===== config.mk =====
export PLATFORM = sky130hd
export DESIGN_NAME = prog_loader
export DESIGN_NICKNAME = d
export VERILOG_FILES = /design/src/rtl/loader_pkg.sv /design/src/rtl/prog_loader.sv
export SDC_FILE = /design/constraint.sdc
export NUM_CORES = 1
export LEC_CHECK = 0
export CAP_MARGIN = 20
export CORE_MARGIN = 5
export CORE_UTILIZATION = 36
export DETAILED_ROUTE_END_ITERATION = 16
export SLEW_MARGIN = 5
export SYNTH_ARGS = -nofsm -noshare
export SYNTH_HDL_FRONTEND = slang
export SYNTH_SLANG_ARGS = --single-unit
export TNS_END_PERCENT = 50

===== constraint.sdc =====
create_clock -name CLK -period 2.1 [get_ports CLK]
set_input_delay 0.21 -clock CLK [delete_from_list [all_inputs] [get_ports CLK]]
set_output_delay 0.21 -clock CLK [all_outputs]
set_load 0.03 [all_outputs]

===== src/rtl/loader_pkg.sv =====
// Shared types and defaults for the program loader.
package loader_pkg;

  // Loader FSM states
  typedef enum logic [2:0] {
    IDLE    = 3'd0,
    LOAD    = 3'd1,
    CHECK   = 3'd2,
    RELEASE = 3'd3,
    RUN     = 3'd4,
    ERROR   = 3'd5
  } state_t;

  localparam int IW_DEF          = 9;
  localparam int AW_DEF          = 9;
  localparam int DEPTH_DEF       = 512;
  localparam int HOLD_CYCLES_DEF = 2;

  // XOR checksum starts from this value at the beginning of every load
  localparam int CSUM_SEED       = 0;

endpackage


===== src/rtl/prog_loader.sv =====
// Program loader: streams an image into instruction memory, verifies an XOR
// checksum word and only then releases the fetch unit from reset.
module prog_loader
  import loader_pkg::*;
#(
  parameter int IW          = IW_DEF,
  parameter int AW          = AW_DEF,
  parameter int DEPTH       = DEPTH_DEF,
  parameter int HOLD_CYCLES = HOLD_CYCLES_DEF
) (
  input  logic          CLK,
  input  logic          Reset,
  input  logic          Load_Start,
  input  logic [AW:0]   Load_Len,
  input  logic [IW-1:0] In_Data,
  input  logic          In_Valid,
  output logic          In_Ready,
  output logic          Mem_WE,
  output logic [AW-1:0] Mem_Addr,
  output logic [IW-1:0] Mem_Data,
  output logic          CPU_Reset,
  output logic          Busy,
  output logic          Done,
  output logic          Error
);

  state_t        state;
  logic [AW-1:0] count;
  logic [IW-1:0] csum;
  logic [AW:0]   len_r;
  logic [7:0]    hold_cnt;

  logic          len_ok;
  logic          xfer;
  logic          last_word;

  // Decode request validity, handshake and last-program-word conditions
  always_comb begin
    len_ok    = (Load_Len != (AW+1)'(0)) && (Load_Len <= (AW+1)'(DEPTH));
    xfer      = In_Valid && In_Ready;
    last_word = ({1'b0, count} == (len_r - (AW+1)'(1)));
  end

  // Loader FSM with all outputs registered
  always_ff @(posedge CLK or posedge Reset) begin
    if (Reset) begin
      state     <= IDLE;
      count     <= '0;
      csum      <= IW'(CSUM_SEED);
      len_r     <= '0;
      hold_cnt  <= 8'd0;
      In_Ready  <= 1'b0;
      Mem_WE    <= 1'b0;
      Mem_Addr  <= '0;
      Mem_Data  <= '0;
      CPU_Reset <= 1'b1;
      Busy      <= 1'b0;
      Done      <= 1'b0;
      Error     <= 1'b0;
    end else begin
      // A write strobe lasts exactly one cycle unless re-armed below
      Mem_WE <= 1'b0;
      case (state)
        IDLE, RUN, ERROR: begin
          if (Load_Start) begin
            CPU_Reset <= 1'b1;
            Done      <= 1'b0;
            if (len_ok) begin
              state    <= LOAD;
              count    <= '0;
              csum     <= IW'(CSUM_SEED);
              len_r    <= Load_Len;
              In_Ready <= 1'b1;
              Busy     <= 1'b1;
              Error    <= 1'b0;
            end else begin
              state    <= ERROR;
              In_Ready <= 1'b0;
              Busy     <= 1'b0;
              Error    <= 1'b1;
            end
          end
        end
        LOAD: begin
          if (xfer) begin
            Mem_WE   <= 1'b1;
            Mem_Addr <= count;
            Mem_Data <= In_Data;
            csum     <= csum ^ In_Data;
            // Address is bounded by Load_Len <= DEPTH, never wrap past the top
            if (count != AW'(DEPTH - 1)) begin
              count <= count + AW'(1);
            end
            if (last_word) begin
              state <= CHECK;
            end
          end
        end
        CHECK: begin
          if (xfer) begin
            In_Ready <= 1'b0;
            if (In_Data == csum) begin
              state    <= RELEASE;
              hold_cnt <= 8'd0;
            end else begin
              state <= ERROR;
              Busy  <= 1'b0;
              Error <= 1'b1;
            end
          end
        end
        RELEASE: begin
          if (hold_cnt == 8'(HOLD_CYCLES - 1)) begin
            state     <= RUN;
            CPU_Reset <= 1'b0;
            Done      <= 1'b1;
            Busy      <= 1'b0;
          end else begin
            hold_cnt <= hold_cnt + 8'd1;
          end
        end
        default: begin
          state     <= IDLE;
          In_Ready  <= 1'b0;
          CPU_Reset <= 1'b1;
          Busy      <= 1'b0;
          Done      <= 1'b0;
          Error     <= 1'b0;
        end
      endcase
    end
  end

endmodule


==> results.sh <==
export IMPL_status="finished clean"
export IMPL_core_area_um2=9240
export IMPL_synthFlopType="dfrtp_1"
export IMPL_cts_sinks=63
export IMPL_place_port_buffers=46
export IMPL_ctsRootBufferMaster="clkbuf_8"
export IMPL_syn_area_um2=3396
export IMPL_syn_num_nets=391
export IMPL_finalInstanceArea_um2=4661
export IMPL_dieArea_um2=11470
export IMPL_r2r_end="count[5]$_DFFE_PP0P_"
export IMPL_cts_tree="done"
export IMPL_area_growth_synth_to_final_pct=37.25
export IMPL_place_congestion=0.8736
export IMPL_vias_per_cell=4.928
export IMPL_cap_violations=0
export IMPL_synth_top_family_by_area="simple AND/OR/NAND/NOR gates"
export IMPL_wl_per_cell_um=14.19
export IMPL_synth_area_per_cell_um2=9.355
export IMPL_clock_fmax_mhz=496.1
export IMPL_dr_pass1_iters=4
export IMPL_clock_skew_ns=0.01009
export IMPL_hold_path_class="input port to async pin"
export IMPL_final_layout_size_suffix_gt1_share_pct=20.96
export IMPL_synthMuxAreaShare_pct=4.200
export IMPL_ff2ff_setup_slack_ns=0.08
export IMPL_antenna_found_initial=0
export IMPL_die_x_um=107.1
export IMPL_cp_end_kind="flip-flop"
export IMPL_grt_pass1_vias=2947
export IMPL_synth_top_area_share_pct=45.69
export IMPL_synth_seq_area_share_pct=46.46
export IMPL_post_route_period_util_pct=95.98
export IMPL_ys_top_cells_by_area="dfrtp_1, nand2_1, xor2_1"
export IMPL_finalHoldViolCount=0
export IMPL_drcViolationCount=0
export IMPL_r2r_start="count[1]$_DFFE_PP0P_"
export IMPL_synthCells=363
export IMPL_synth_edf_count=0
export IMPL_ys_warn_count=0
export IMPL_hpwl_mm=6.223
export IMPL_synth_adder_area_share_pct=1.842
export IMPL_yosysMostFrequentCell="nand2_1"
export IMPL_ys_top_cells_by_count="nand2_1, dfrtp_1, nor2_1"
export IMPL_required_ns=2.34
export IMPL_peakVddDrop_uv=707.7
export IMPL_cts_buffers=9
export IMPL_fin_nets=481
export IMPL_ys_types=51
export IMPL_min_period_ns=2.016
export IMPL_initial_core_util_pct=36.75
export IMPL_clk_pin_slew_worst_paths_ns=0.08
export IMPL_tightestPinTransition_ns=0.5814
export IMPL_async_reset_ff_share_pct=100.0
export IMPL_dp_slack_ns=-0.1543
export IMPL_io_pin_count=47
export IMPL_grt_first_pass_wirelength_mm=14.08
export IMPL_synthSimpleGateAreaFrac_pct=24.28
export IMPL_fp_dieH_um=107.1
export IMPL_crit_type="flip-flop to flip-flop"
export IMPL_crit_fanout=3
export IMPL_synthXorXnorAreaFrac_pct=7.738
export IMPL_final_cells=587
export IMPL_via_count=2893
export IMPL_cp_start_kind="flip-flop"
export IMPL_fillers=900
export IMPL_layout_setup_ws_ns=0.08445
export IMPL_setup_viol=0
export IMPL_drv_slew=0
export IMPL_grt_use_total_pct=15.36
export IMPL_synth_seq_cells=63
export IMPL_routed_wl_mm=8.330
export IMPL_rows=35
export IMPL_globalRouteOverflowTotal=0
export IMPL_rr_worst_depth=9
export IMPL_dpl_cell_count=568
export IMPL_ant_nets=0
export IMPL_yosysTopAreaCell="dfrtp_1"
export IMPL_synth_compound_area_share_pct=11.83
export IMPL_grt_max_degree=25
export IMPL_drt_iter0_drc=114
export IMPL_cts_hold_buffers_added=0
export IMPL_p_leak_nw=2.125
export IMPL_arrival_ns=2.25
export IMPL_p_per_area_nw_per_um2=1216
export IMPL_clockBufferDepth=2
export IMPL_cts_htree_levels=3
export IMPL_antenna_cells=0
export IMPL_clk_latency_ns=0.34
export IMPL_placed_cell_area_um2=4338
export IMPL_slew_headroom_pct=61.24
## area by class of cell
type	instances	area, µm²	area share, %
multi-input combinational	273	1774	38.07
clock inverter	7	120.1	2.577
sequential	63	1578	33.85
tap	129	161.4	3.463
inverter	12	45.04	0.9664
timing repair buffer	94	858.3	18.42
clock buffer	9	123.9	2.658
## registers in the layout (all words and copies together) (netlist names)
| name | flops |
|---|---|
| count | 9 |
| CPU_Reset | 1 |
| Mem_Data | 9 |
| In_Ready | 1 |
| Error | 1 |
| Mem_Addr | 9 |
| hold_cnt | 8 |
| Mem_WE | 1 |
| state | 3 |
| len_r | 10 |
| Busy | 1 |
| Done | 1 |
| csum | 9 |
## worst max-delay path by stage
stage | depth (start not counted) | endpoint | slack [ns] | start
6_report | 9 | count[5]$_DFFE_PP0P_ | 0.08 | count[1]$_DFFE_PP0P_
5_1_grt | 9 | count[7]$_DFFE_PP0P_ | -0.01 | count[1]$_DFFE_PP0P_
4_1_cts | 9 | state[2]$_DFFE_PP0P_ | 0.01 | hold_cnt[1]$_DFFE_PP0P_
3_5_place_dp | 6 | len_r[0]$_DFFE_PP0P_ | -0.15 | Load_Len[4]
3_3_place_gp | 6 | len_r[2]$_DFFE_PP0P_ | -0.12 | Load_Len[4]
2_1_floorplan | 9 | count[5]$_DFFE_PP0P_ | 0.005 | count[1]$_DFFE_PP0P_
## layout by cell type (no fill, tap or decap), drive strengths merged, types with 6 or more instances in the layout
cell type | synthesis | final
xor2 | 18 | 18
a21oi | 8 | 8
nand3 | 12 | 12
and2 | 7 | 7
nor2 | 25 | 25
o21ai | 21 | 21
o211ai | 6 | 6
clkdlybuf4s50 | 0 | 46
and3 | 6 | 6
dfrtp | 62 | 62
mux2 | 10 | 10
xnor2 | 12 | 12
clkbuf | 7 | 9
buf | 8 | 48
nor3 | 9 | 9
inv | 12 | 13
nand2 | 76 | 76
## cell families after synthesis
family,count (synthesis)
buffers and inverters,27
muxes,10
xor gates and xnor gates,30
DFF,63
AOI/OAI and AO/OA,61
adders and majority gates,5
and+or+nand+nor,167
## routing by layer
metal | track usage [%] | routed length [µm]
met5 | 0 | 0
met4 | 4.749 | 109
met3 | 3.612 | 398
met2 | 24.49 | 3871
met1 | 20.66 | 3950
## per-stage QoR
step                setup TNS (ns)  hold WS, ns  util (%)  power, W
floorplan                        0       0.3330         -  0.003464
global placement            -1.561       0.4560     46.95  0.004293
detailed placement          -2.513       0.4619     46.95  0.004364
CTS                              0       0.2377     49.65  0.005688
global route              -0.01419       0.2866     50.44  0.006028
finish                           0       0.2262     50.44  0.005668
## worst max-delay path: stages (launching register included)
cell	delay, ns
dfrtp_1	0.39
ha_2	0.20
and3_4	0.18
and3_4	0.17
ha_2	0.18
nor4_4	0.16
and4_4	0.28
nand3_2	0.08
xnor2_1	0.12
and2_1	0.15
## where the power goes
| part | switching (W) | internal, W | leakage [nW] |
|---|---|---|---|
| Combinational | 0.00125 | 0.00113 | 1.21 |
| Sequential | 0.000392 | 0.00159 | 0.799 |
| Clock | 0.000509 | 0.000792 | 0.120 |
| Total | 0.00215 | 0.00352 | 2.12 |
## repair_timing
item | CTS | global route
resized for setup | 1 | 12
hold endpoints to repair | 0 | 0
endpoints found under the setup margin | 8 | 10
setup buffers | 0 | 3
pin swaps | 0 | 2
(Power assumes the default switching activity.)
